==> src/rtl/srt4_pkg.sv <==
// srt4_pkg: shared state encoding, response error codes and WAIT timeout limit for srt4_seq.
package srt4_pkg;
  typedef enum logic [2:0] {IDLE, LOAD_HI, LOAD_LO, LOAD_DIV, WAIT, RESP} state_t;
  localparam logic [1:0] ERR_OK  = 2'b00;
  localparam logic [1:0] ERR_DZ  = 2'b01;
  localparam logic [1:0] ERR_OVF = 2'b10;
  localparam logic [1:0] ERR_TMO = 2'b11;
  localparam logic [7:0] SRT4_SEQ_TIMEOUT = 8'd255;
endpackage

==> src/rtl/srt4_seq_capture.sv <==
// srt4_seq_capture: one-byte divider outbus history plus quotient/remainder result registers.
module srt4_seq_capture (
  input  logic       clk,
  input  logic       rst,
  input  logic [7:0] div_outbus,
  input  logic       cap,
  input  logic       ld,
  input  logic [7:0] ld_quot,
  input  logic [7:0] ld_rem,
  output logic [7:0] quot,
  output logic [7:0] rem
);
  logic [7:0] hist_q, hist_d, quot_q, quot_d, rem_q, rem_d;
  always_comb begin
    hist_d = div_outbus;
    quot_d = ld ? ld_quot : cap ? hist_q : quot_q;
    rem_d  = ld ? ld_rem : cap ? div_outbus : rem_q;
  end
  always_ff @(posedge clk or posedge rst) begin
    if (rst) begin
      hist_q <= 8'h00;
      quot_q <= 8'h00;
      rem_q  <= 8'h00;
    end else begin
      hist_q <= hist_d;
      quot_q <= quot_d;
      rem_q  <= rem_d;
    end
  end
  assign quot = quot_q;
  assign rem  = rem_q;
endmodule

==> src/rtl/srt4_seq.sv <==
// srt4_seq: sequencer feeding an external srt4 divider over a byte bus and returning quotient/remainder.
// Define SRT4_SEQ_TIMEOUT_EN to abandon a WAIT that sees no div_end within SRT4_SEQ_TIMEOUT cycles.
module srt4_seq
  import srt4_pkg::*;
(
  input  logic        clk,
  input  logic        rst,
  input  logic        req_valid,
  output logic        req_ready,
  input  logic [15:0] req_dividend,
  input  logic [7:0]  req_divisor,
  output logic        rsp_valid,
  input  logic        rsp_ready,
  output logic [7:0]  rsp_quotient,
  output logic [7:0]  rsp_remainder,
  output logic [1:0]  rsp_err,
  output logic        div_begin,
  output logic [7:0]  div_inbus,
  input  logic [7:0]  div_outbus,
  input  logic        div_end
);
  state_t      state_q, state_d;
  logic [15:0] dividend_q, dividend_d;
  logic [7:0]  divisor_q, divisor_d, div_inbus_q, div_inbus_d, ld_quot, ld_rem;
  logic [1:0]  err_q, err_d;
  logic        req_ready_q, req_ready_d, rsp_valid_q, rsp_valid_d, div_begin_q, div_begin_d, cap, ld;
`ifdef SRT4_SEQ_TIMEOUT_EN
  logic [7:0]  cnt_q, cnt_d;
`endif
  always_comb begin
    state_d    = state_q;
    dividend_d = dividend_q;
    divisor_d  = divisor_q;
    err_d      = err_q;
    cap        = 1'b0;
    ld         = 1'b0;
    ld_quot    = 8'h00;
    ld_rem     = 8'h00;
`ifdef SRT4_SEQ_TIMEOUT_EN
    cnt_d      = cnt_q;
`endif
    case (state_q)
      IDLE: if (req_valid) begin
        dividend_d = req_dividend;
        divisor_d  = req_divisor;
        if (req_divisor == 8'h00) begin
          state_d = RESP;
          ld      = 1'b1;
          ld_quot = 8'hFF;
          ld_rem  = req_dividend[7:0];
          err_d   = ERR_DZ;
        end else if (req_dividend[15:8] >= req_divisor) begin
          state_d = RESP;
          ld      = 1'b1;
          ld_quot = 8'hFF;
          err_d   = ERR_OVF;
        end else state_d = LOAD_HI;
      end
      LOAD_HI: state_d = LOAD_LO;
      LOAD_LO: state_d = LOAD_DIV;
      LOAD_DIV: begin
        state_d = WAIT;
`ifdef SRT4_SEQ_TIMEOUT_EN
        cnt_d   = 8'h00;
`endif
      end
      WAIT: if (div_end) begin
        cap     = 1'b1;
        err_d   = ERR_OK;
        state_d = RESP;
      end
`ifdef SRT4_SEQ_TIMEOUT_EN
      else begin
        cnt_d = cnt_q + 8'd1;
        if (cnt_d == SRT4_SEQ_TIMEOUT) begin
          state_d = RESP;
          ld      = 1'b1;
          err_d   = ERR_TMO;
        end
      end
`endif
      RESP: if (rsp_ready) state_d = IDLE;
      default: state_d = IDLE;
    endcase
    // Outputs are registered from the next state so they line up with the state they describe.
    req_ready_d = state_d == IDLE;
    rsp_valid_d = state_d == RESP;
    div_begin_d = state_d == LOAD_HI;
    div_inbus_d = state_d == LOAD_HI  ? dividend_d[15:8] :
                  state_d == LOAD_LO  ? dividend_d[7:0]  :
                  state_d == LOAD_DIV ? divisor_d        : 8'h00;
  end
  always_ff @(posedge clk or posedge rst) begin
    if (rst) begin
      state_q     <= IDLE;
      dividend_q  <= 16'h0000;
      divisor_q   <= 8'h00;
      err_q       <= ERR_OK;
      req_ready_q <= 1'b1;
      rsp_valid_q <= 1'b0;
      div_begin_q <= 1'b0;
      div_inbus_q <= 8'h00;
`ifdef SRT4_SEQ_TIMEOUT_EN
      cnt_q       <= 8'h00;
`endif
    end else begin
      state_q     <= state_d;
      dividend_q  <= dividend_d;
      divisor_q   <= divisor_d;
      err_q       <= err_d;
      req_ready_q <= req_ready_d;
      rsp_valid_q <= rsp_valid_d;
      div_begin_q <= div_begin_d;
      div_inbus_q <= div_inbus_d;
`ifdef SRT4_SEQ_TIMEOUT_EN
      cnt_q       <= cnt_d;
`endif
    end
  end
  srt4_seq_capture u_capture (
    .clk        (clk),
    .rst        (rst),
    .div_outbus (div_outbus),
    .cap        (cap),
    .ld         (ld),
    .ld_quot    (ld_quot),
    .ld_rem     (ld_rem),
    .quot       (rsp_quotient),
    .rem        (rsp_remainder)
  );
  assign req_ready = req_ready_q;
  assign rsp_valid = rsp_valid_q;
  assign rsp_err   = err_q;
  assign div_begin = div_begin_q;
  assign div_inbus = div_inbus_q;
endmodule

==> config.mk <==
export PLATFORM = sky130hd
export DESIGN_NAME = srt4_seq
export DESIGN_NICKNAME = d
export VERILOG_FILES = /design/src/rtl/srt4_pkg.sv /design/src/rtl/srt4_seq_capture.sv /design/src/rtl/srt4_seq.sv
export SDC_FILE = /design/constraint.sdc
export NUM_CORES = 1
export LEC_CHECK = 0
export BUFFER_PORTS_ARGS = -buffer_cell sky130_fd_sc_hd__buf_2
export CAP_MARGIN = 10
export CORE_AREA = 3 3 76 78
export DETAILED_ROUTE_END_ITERATION = 12
export DIE_AREA = 0 0 79 81
export GPL_TIMING_DRIVEN = 0
export PLACE_DENSITY = 0.84
export SLEW_MARGIN = 20
export SYNTH_ARGS = -nofsm -noshare
export SYNTH_HDL_FRONTEND = slang
export SYNTH_SLANG_ARGS = --single-unit
==> constraint.sdc <==
create_clock -name clk -period 2.4 [get_ports clk]
set_clock_uncertainty 0.05 [all_clocks]
set_input_delay 0.48 -clock clk [delete_from_list [all_inputs] [get_ports clk]]
set_output_delay 0.48 -clock clk [all_outputs]
set_load 0.005 [all_outputs]
==> metrics.txt <==
Mapped Nets=306; status=finished, final reports clean; # hold bufs at CTS=0; Routed Antenna Nets=0; CTS tree=built; TritonCTS buffer count=5; RSZ-0062 raised after global routing=false; area leader, netlist=dfrtp_1; Avg Cell Area, Syn=10.27 sq um; full die area=6399 sq um; met1 WL=2575 um; Switching Fraction=36.24%; Clk pwr share=15.6%; slew margin rel.=54.83%; Syn Std Cell Area=2680 sq um; vias per inst=5.631; worst skew pair latency=0.30 ns; worst setup path class=primary input to register; Inserted Diodes=0; Reg2Reg Depth=6; vias in the first global route=2,264; routability congestion estimate=0.8938; clock sink total=56; All-Layer GR Usage=20.69%; wirelength, routed=6412 um; met2 WL=3164 um; cell area power density=1071 nW/um^2; die height=81 um; crit start category=primary input; core footprint=5140 sq um; largest net degree at the start of global routing=57; ys async rst share=100.0%; Resize count post-CTS=0; CP required=2.55 ns; worst-case clock buffer depth=2; Initial DRT Pass Iterations=5; final setup fails=0; hpwl dp=4763 um; H-tree depth=2; VDD IR-drop max=621.6 uV; setup tns final=0 ns; # rows=26; distinct cell type count after synthesis=38; FF+latch count, synth=56; Fmax=0.4511 GHz; first-pass GRT wire length=10,490 um; I/O Buffers=65; most frequent cells in the layout=buf_2 (72), dfrtp_1 (55), nand2_1 (46); max-slew violations=0; Synth area leaders=dfrtp_1 (51%), nand2_1 (6.4%), ha_1 (3.7%); Tmin final=2.217 ns; Final period util=92.36%; HP Class=primary input to async pin; Final Util=62.03%; max_cap viols=0; Post-synth top flop=dfrtp_1; WHS=0.2242 ns; nets=378; Die W=79 um; area growth from synthesis to layout=18.95%; setup repair bufs after CTS=0; R2R setup slack=0.50 ns; DRT iter0 DRCs=167; Final Hold Vio Count=0; Lkg Pwr=1.518 nW; gate count of the mapped netlist=261; share of cells above drive strength 1=27.54%; Reg2Reg Capture Point=div_inbus[6]; commonest non-fill, non-tap cell in the layout=buf_2; global route overflow=0; Yosys top cell area share=51.35%; Logic pwr share=40.8%; P_int=0.002177 W; Root Driver=clkbuf_8; area of the multi-input gates=1107 sq um; total number of vias=2,275; maximum fanout along the worst path=10; num ports=66; FF+latch area=1403 sq um; sequential area share after synthesis=52.33%; fill count=437; synth warn=0; drt drc=0; CP endpoint kind=register; worst-margin pin slew=0.6775 ns; Critical Path AT=2.37 ns; reg2reg start=state_q[1]; WL/cell=15.87 um; initial antenna violation count=0; NetSw=0.001237 W; metal3 WL=586 um; top layer in use=met4; share of power burned in registers=43.6%; EDFF count, synth=0; Design Power=0.003414 W; Clock Pin Slew Worst Setup and Hold Paths=0.10 ns; initial core utilization=52.14%
[worst max path at each step]
stage / startpoint / to / slack, ns / cells after the start
2_1_floorplan: req_divisor[6] / div_inbus[0] / 0.41 / 7
3_3_place_gp: rst / u_capture.hist_q[2] / -0.13 / 2
5_1_grt: req_divisor[6] / div_inbus[0] / 0.04 / 8
3_5_place_dp: req_divisor[6] / div_inbus[3] / -0.08 / 8
4_1_cts: req_divisor[6] / div_inbus[3] / 0.23 / 8
6_report: req_divisor[6] / div_inbus[6] / 0.18 / 8
[logic make-up (layout without fill, tap and decap cells)]
group | count (synthesis) | count (layout) | synth area share, %
and+or+nand+nor | 84 | 84 | 15.13
buffers and inverters | 34 | 107 | 6.349
adders and majority gates | 8 | 8 | 3.735
AOI/OAI and AO/OA | 70 | 70 | 19.10
muxes | 9 | 9 | 3.361
DFF | 56 | 56 | 52.33
[per-stage QoR]
step,setup slack (ns),std cells,cell area [sq um]
CTS,0.2317,404,3188
global route,0.03960,404,3188
floorplan,0.4077,261,2680
global placement,-0.1324,396,3093
finish,0.1834,404,3188
detailed placement,-0.08367,396,3095
[layer usage]
metal,global-route usage (%),vias up
met5,0,-
met4,5.842,0
met3,4.324,8
met2,35.86,120
met1,26.37,1070
li1,-,1077
[synth_stat cells (2+ instances only)]
| cell | n |
|---|---|
| nor4_1 | 3 |
| o2111ai_1 | 7 |
| ha_1 | 8 |
| inv_1 | 13 |
| o21ai_1 | 10 |
| a21o_1 | 3 |
| mux2i_1 | 9 |
| o32ai_1 | 8 |
| nand3_1 | 11 |
| o21ai_0 | 14 |
| nor2_1 | 6 |
| nand2b_1 | 10 |
| a21oi_1 | 3 |
| nand2_1 | 46 |
| nor2b_1 | 2 |
| clkbuf_1 | 9 |
| buf_6 | 4 |
| dfrtp_1 | 55 |
| buf_2 | 7 |
| o2bb2ai_1 | 8 |
| a22oi_1 | 8 |
[flip-flops by register name, summed over array words and instances (netlist names)]
signal and flops:
div_begin 1, div_inbus 8, dividend_q 8, divisor_q 8, req_ready 1, rsp_err 2, rsp_valid 1, state_q 3
u_capture.hist_q 8, u_capture.quot 8, u_capture.rem 8
[cell type report]
cell class	count	share of cell area (%)
sequential	56	44.00
multi-input combinational	171	34.73
timing repair buffer	65	10.20
buffer	21	3.807
tap	70	2.747
clock buffer	6	2.590
inverter	13	1.609
clock inverter	2	0.3140
[power by group through the flow]
stage	combinational, W	sequential, W	clock (W)
5_1_grt	0.00154	0.00153	0.000580
4_1_cts	0.00139	0.00148	0.000541
3_3_place_gp	0.00133	0.00149	0
3_5_place_dp	0.00138	0.00150	0
6_report	0.00139	0.00149	0.000531
2_1_floorplan	0.000906	0.00150	0
[critical path: stages]
cell and delay [ns]:
buf_2 0.11, inv_1 0.05, ha_1 0.29, a21o_1 0.17, a21oi_1 0.18, clkbuf_1 0.40
nand2_1 0.33, o32ai_1 0.36
No activity file was read; power rests on OpenSTA's default activity.
